**src/rtl/resizer_pkg.sv**
```systemverilog
// resizer_pkg: shared definitions for the resizer output path.
// Lane layout inside an entry, lane i at [i*(T+2) +: T+2]: {keep, last, data}.
// Data sits at LANE_DATA_LSB. The last and keep bits are given as offsets above
// the data field, so lane bit = i*(T+2) + T + LANE_LAST / LANE_KEEP.
package resizer_pkg;

  localparam int LANE_DATA_LSB = 0;
  localparam int LANE_LAST     = 0;
  localparam int LANE_KEEP     = 1;

  // Widest entry the helper functions accept; callers zero-extend.
  localparam int ENTRY_MAX_W   = 1024;

  function automatic int entry_sz(input int m_keep, input int t_data);
    return (2 + t_data) * m_keep;
  endfunction

  // OR of every lane's last bit.
  function automatic logic entry_has_last(input logic [ENTRY_MAX_W-1:0] entry,
                                          input int m_keep, input int t_data);
    logic r;
    r = 1'b0;
    for (int i = 0; i < m_keep; i++)
      r = r | entry[i*(t_data+2) + t_data + LANE_LAST];
    return r;
  endfunction

endpackage

```
**src/rtl/buf_ram.sv**
```systemverilog
// buf_ram: DEPTH x W simple dual-port store.
// Ports: clk; i_we/i_waddr/i_wdata synchronous write; i_raddr/o_rdata
// asynchronous read of the registered array.
module buf_ram #(
  parameter int DEPTH = 8,
  parameter int W     = 6,
  parameter int AW    = $clog2(DEPTH)
) (
  input  logic          clk,
  input  logic          i_we,
  input  logic [AW-1:0] i_waddr,
  input  logic [W-1:0]  i_wdata,
  input  logic [AW-1:0] i_raddr,
  output logic [W-1:0]  o_rdata
);

  logic [W-1:0] r_mem [DEPTH];

  always_ff @(posedge clk) begin
    if (i_we) r_mem[i_waddr] <= i_wdata;
  end

  assign o_rdata = r_mem[i_raddr];

endmodule

```
**src/rtl/buf_out_ctrl.sv**
```systemverilog
// buf_out_ctrl: circular output-entry store between the packer and master.
// Ports:
//   clk, rst (sync, active high)
//   wr_valid/wr_entry/wr_ready : push side from the packer
//   overflow/clr_overflow      : sticky refused-push flag and its clear
//   master_entry/underflow     : first-word-fall-through head, empty flag
//   master_entry_ready         : pop of the head
//   level/pkt_count            : occupancy and entries holding a packet end
module buf_out_ctrl
  import resizer_pkg::*;
#(
  parameter int M_KEEP_WIDTH     = 2,
  parameter int T_DATA_WIDTH     = 1,
  parameter int DEPTH            = 8,
  parameter int BUF_OUT_ENTRY_SZ = entry_sz(M_KEEP_WIDTH, T_DATA_WIDTH),
  parameter int CNT_W            = $clog2(DEPTH+1)
) (
  input  logic                        clk,
  input  logic                        rst,
  input  logic                        wr_valid,
  input  logic [BUF_OUT_ENTRY_SZ-1:0] wr_entry,
  output logic                        wr_ready,
  output logic                        overflow,
  input  logic                        clr_overflow,
  output logic [BUF_OUT_ENTRY_SZ-1:0] master_entry,
  output logic                        underflow,
  input  logic                        master_entry_ready,
  output logic [CNT_W-1:0]            level,
  output logic [CNT_W-1:0]            pkt_count
);

  localparam int AW = $clog2(DEPTH);

  logic [AW-1:0]    r_wptr, r_rptr;
  logic [CNT_W-1:0] r_level, r_pkt;
  logic             r_ovf;

  logic                        w_push, w_pop;
  logic [BUF_OUT_ENTRY_SZ-1:0] w_head;
  logic [ENTRY_MAX_W-1:0]      w_wr_ext, w_head_ext;
  logic                        w_wr_last, w_head_last;

  // Flags come from the registered level only, so a pop never frees a slot
  // for a push in the same cycle and a push is never popped the cycle it lands.
  assign wr_ready  = (r_level != CNT_W'(DEPTH));
  assign underflow = (r_level == '0);
  assign w_push    = wr_valid && wr_ready;
  assign w_pop     = master_entry_ready && !underflow;

  buf_ram #(.DEPTH(DEPTH), .W(BUF_OUT_ENTRY_SZ), .AW(AW)) u_ram (
    .clk     (clk),
    .i_we    (w_push),
    .i_waddr (r_wptr),
    .i_wdata (wr_entry),
    .i_raddr (r_rptr),
    .o_rdata (w_head)
  );

  // Stale array contents survive reset; mask them while empty.
  assign master_entry = underflow ? '0 : w_head;

  always_comb begin
    w_wr_ext   = '0;
    w_head_ext = '0;
    w_wr_ext[BUF_OUT_ENTRY_SZ-1:0]   = wr_entry;
    w_head_ext[BUF_OUT_ENTRY_SZ-1:0] = w_head;
  end

  assign w_wr_last   = entry_has_last(w_wr_ext, M_KEEP_WIDTH, T_DATA_WIDTH);
  assign w_head_last = entry_has_last(w_head_ext, M_KEEP_WIDTH, T_DATA_WIDTH);

  always_ff @(posedge clk) begin
    if (rst) begin
      r_wptr  <= '0;
      r_rptr  <= '0;
      r_level <= '0;
      r_pkt   <= '0;
      r_ovf   <= 1'b0;
    end else begin
      // DEPTH is a power of two, so pointer wrap is plain overflow.
      if (w_push) r_wptr <= r_wptr + AW'(1);
      if (w_pop)  r_rptr <= r_rptr + AW'(1);
      case ({w_push, w_pop})
        2'b10:   r_level <= r_level + CNT_W'(1);
        2'b01:   r_level <= r_level - CNT_W'(1);
        default: r_level <= r_level;
      endcase
      r_pkt <= r_pkt + CNT_W'(w_push && w_wr_last) - CNT_W'(w_pop && w_head_last);
      // Set dominates clear.
      if (wr_valid && !wr_ready) r_ovf <= 1'b1;
      else if (clr_overflow)     r_ovf <= 1'b0;
    end
  end

  assign level     = r_level;
  assign pkt_count = r_pkt;
  assign overflow  = r_ovf;

endmodule
```
**config.mk**
```make
export PLATFORM = sky130hd
export DESIGN_NAME = buf_out_ctrl
export DESIGN_NICKNAME = d
export VERILOG_FILES = /design/src/rtl/resizer_pkg.sv /design/src/rtl/buf_ram.sv /design/src/rtl/buf_out_ctrl.sv
export SDC_FILE = /design/constraint.sdc
export NUM_CORES = 1
export LEC_CHECK = 0
export BUFFER_PORTS_ARGS = -buffer_cell sky130_fd_sc_hd__buf_2
export CORE_MARGIN = 2
export CORE_UTILIZATION = 30
export CTS_BUF_LIST = sky130_fd_sc_hd__clkbuf_4 sky130_fd_sc_hd__clkbuf_8
export DETAILED_ROUTE_END_ITERATION = 12
export GPL_ROUTABILITY_DRIVEN = 0
export GPL_TIMING_DRIVEN = 0
export PLACE_DENSITY = 0.49
export SKIP_CTS_REPAIR_TIMING = 1
export SLEW_MARGIN = 20
export SYNTH_ARGS = -nofsm -noshare
export SYNTH_HDL_FRONTEND = slang
export SYNTH_SLANG_ARGS = --single-unit
export TNS_END_PERCENT = 10
```
**constraint.sdc**
```tcl
create_clock -name clk -period 3 [get_ports clk]
set_clock_uncertainty 0.05 [all_clocks]
set_input_delay 0.3 -clock clk [delete_from_list [all_inputs] [get_ports clk]]
set_output_delay 0.3 -clock clk [all_outputs]
set_load 0.02 [all_outputs]
```
==> results.md <==
* Top cells by area, synth: edfxtp_1, dfxtp_1, mux4_1
* Largest net degree at the start of global routing at 12
* Clock buffer depth at 2
* Die Footprint at 10,300 µm²
* Top_reg_cell synth: edfxtp_1
* Wire per inst at roughly 16 µm
* Final wirelength at approximately 5400 µm
* Vias per inst at 4.68
* Leak Pwr at approximately 1.2 nW
* Largest area contributor in the netlist: edfxtp_1
* Minimum clock period after layout at roughly 2700 ps
* Total global routing overflow at 0
* Pre-Repair DR Iteration Count at 4
* Fillers at 896
* Async SR Flop Fraction at 0%
* CTS clk-pin slew, worst paths at 70 ps
* Mapped Cells at 181
* H-Tree Depth at 3
* ANT cells at 0
* Root Driver: clkbuf_8
* CTS tree: yes
* Setup violators final at 0
* Worst-Margin Slew at 1120 ps
* RSZ-0062 raised after global routing: no
* Flip-flop and latch count after synthesis at 66
* Vias at 1,574
* Pwr per Cell Area at 812 nW/µm²
* Crit-path max FO at 10
* Area Growth Syn to Fin at 17.4%
* Critical path arrival at 2900 ps
* Netlist cell types at 37
* Crit path kind: reg2reg
* Fin Setup TNS at 0 ps
* Initial core utilization at between 30% and 40%
* Total number of yosys warnings at 0
* Final nets at roughly 240
* Via count of the first global-routing pass at 1,567
* CTS buffer count at 9
* Hold Crit Start: wr_entry[3]
* Most common cell in the synthesized netlist: edfxtp_1
* Critical Path Start Type: flip-flop
* Worst setup EP type: flip-flop
* Top cells by count, synth: edfxtp_1, nor2_1, dfxtp_1, inv_1
* Residual DRC at 0
* Fin. Hold Viols at 0
* Io pins at 28
* Die H at 101 µm
* Worst endpoint required time at 3160 ps
* Initial antenna violation count at 0
* Share of layout cells above drive strength 1 at roughly 27%
* Pwr Total at approximately 2.7 mW
* Status: finished clean
* Syn Area/Cell at 15.7 µm²
* Max-cap violation count at 0
* First-pass GRT wire length at 8520 µm
* Die width at roughly 100 µm
* Initial drt markers at 38
* Final ANT Viol Nets at 0
* Top-area cell type share of the netlist area at 50.7%
* IO Port Bufs at 27
* Final worst path period share at 91.2%
* GR Util All Layers at 11.6%
* Number of synthesized flops with an enable pin at 48
* Slew Limit Headroom at roughly 24%
* Hold crit path type: in2reg
* HPWL Detailed at 3620 µm
* Clk_lat worst skew at 340 ps
* Max Fclk at approximately 0.37 GHz
* Worst IR Drop VDD at 0.000202 V
* Area of the core at 9200 µm²
* Pins Over Slew Limit at 0
* Syn Std Cell Area at 2840 µm²
* FP Rows at 35
* Seq/Total Area, Yosys at 63.4%
* Syn Nets at 203
* Clk sinks at 66
==> per-layer routing <==
layer  vias to the layer above  track usage, %  routed length (µm)
li1                        760               -                   -
met1                       781            15.6                2640
met4                         0            5.61                  89
met2                        27            17.3                2490
met3                         6            3.24                 180
met5                         -               0                   0
==> registers in the layout (all words and copies together), names as in the netlist, named ones only <==
signal and flops:
pkt_count 4, r_wptr 3, level 4, r_rptr 3, u_ram.r_mem 48, overflow 1
==> cells in the final DEF (no fill, tap or decap), types with 3 or more instances in the layout <==
cell and instances:
inv_1 10, edfxtp_1 48, ha_1 9, nor3_2 3, buf_2 28, a21oi_1 7
mux4_1 9, xor2_1 5, dfxtp_1 18, xnor2_1 3, nand3_1 3, clkbuf_8 9
mux2i_1 7, mux4_2 3, nor2_1 25
==> metrics by stage <==
stage	setup WS (ps)	cell area [µm²]	util (%)	hold slack (ps)	instances
floorplan	294	2840	-	312	181
global placement	73.2	3120	33.9	432	319
detailed placement	68.6	3140	34.1	432	320
CTS	60.3	3320	36.1	171	335
global route	96.7	3340	36.3	179	336
finish	264	3340	36.3	179	336
==> critical path, cell delays in order (launching register included) <==
cell	delay (ps)
dfxtp_1	390
buf_6	200
mux4_1	600
nor2_1	140
a2111oi_2	100
ha_1	300
inv_1	40
ha_1	200
fa_1	400
xnor2_1	140
nor2_1	50
==> path summary, 6_finish.rpt <==
path / cells past startpoint / endpoint / slack [ps]
min reg2reg: 2 / overflow / 450
max reg2reg: 10 / pkt_count[2] / 260
max: 10 / pkt_count[2] / 260
min: 1 / u_ram.r_mem[3][3] / 180
==> power by group <==
part,internal (mW),switching (mW),total (mW)
logic,0.364,0.490,0.854
registers,1.07,0.0779,1.15
clock network,0.373,0.337,0.710
==> logic make-up (layout without fill, tap and decap cells) <==
family | Yosys count | count (layout) | synth area share (%)
and+or+nand+nor | 48 | 48 | 9.47
muxes | 19 | 19 | 13.2
DFF | 66 | 66 | 63.4
buffers and inverters | 16 | 60 | 2.69
AOI/OAI and AO/OA | 12 | 12 | 2.86
adders and majority gates | 11 | 11 | 5.37
xor gates and xnor gates | 9 | 9 | 3.04
==> cell type report <==
type | count | area, µm² | share of cell area (%)
buffer | 6 | 40.0 | 1.20
tap | 111 | 139 | 4.16
clock buffer | 9 | 124 | 3.71
sequential | 66 | 1800 | 54.0
clock inverter | 6 | 58.8 | 1.76
timing repair buffer | 29 | 150 | 4.50
multi-input combinational | 99 | 985 | 29.5
inverter | 10 | 37.5 | 1.13
No activity file was read; power rests on OpenSTA's default activity.
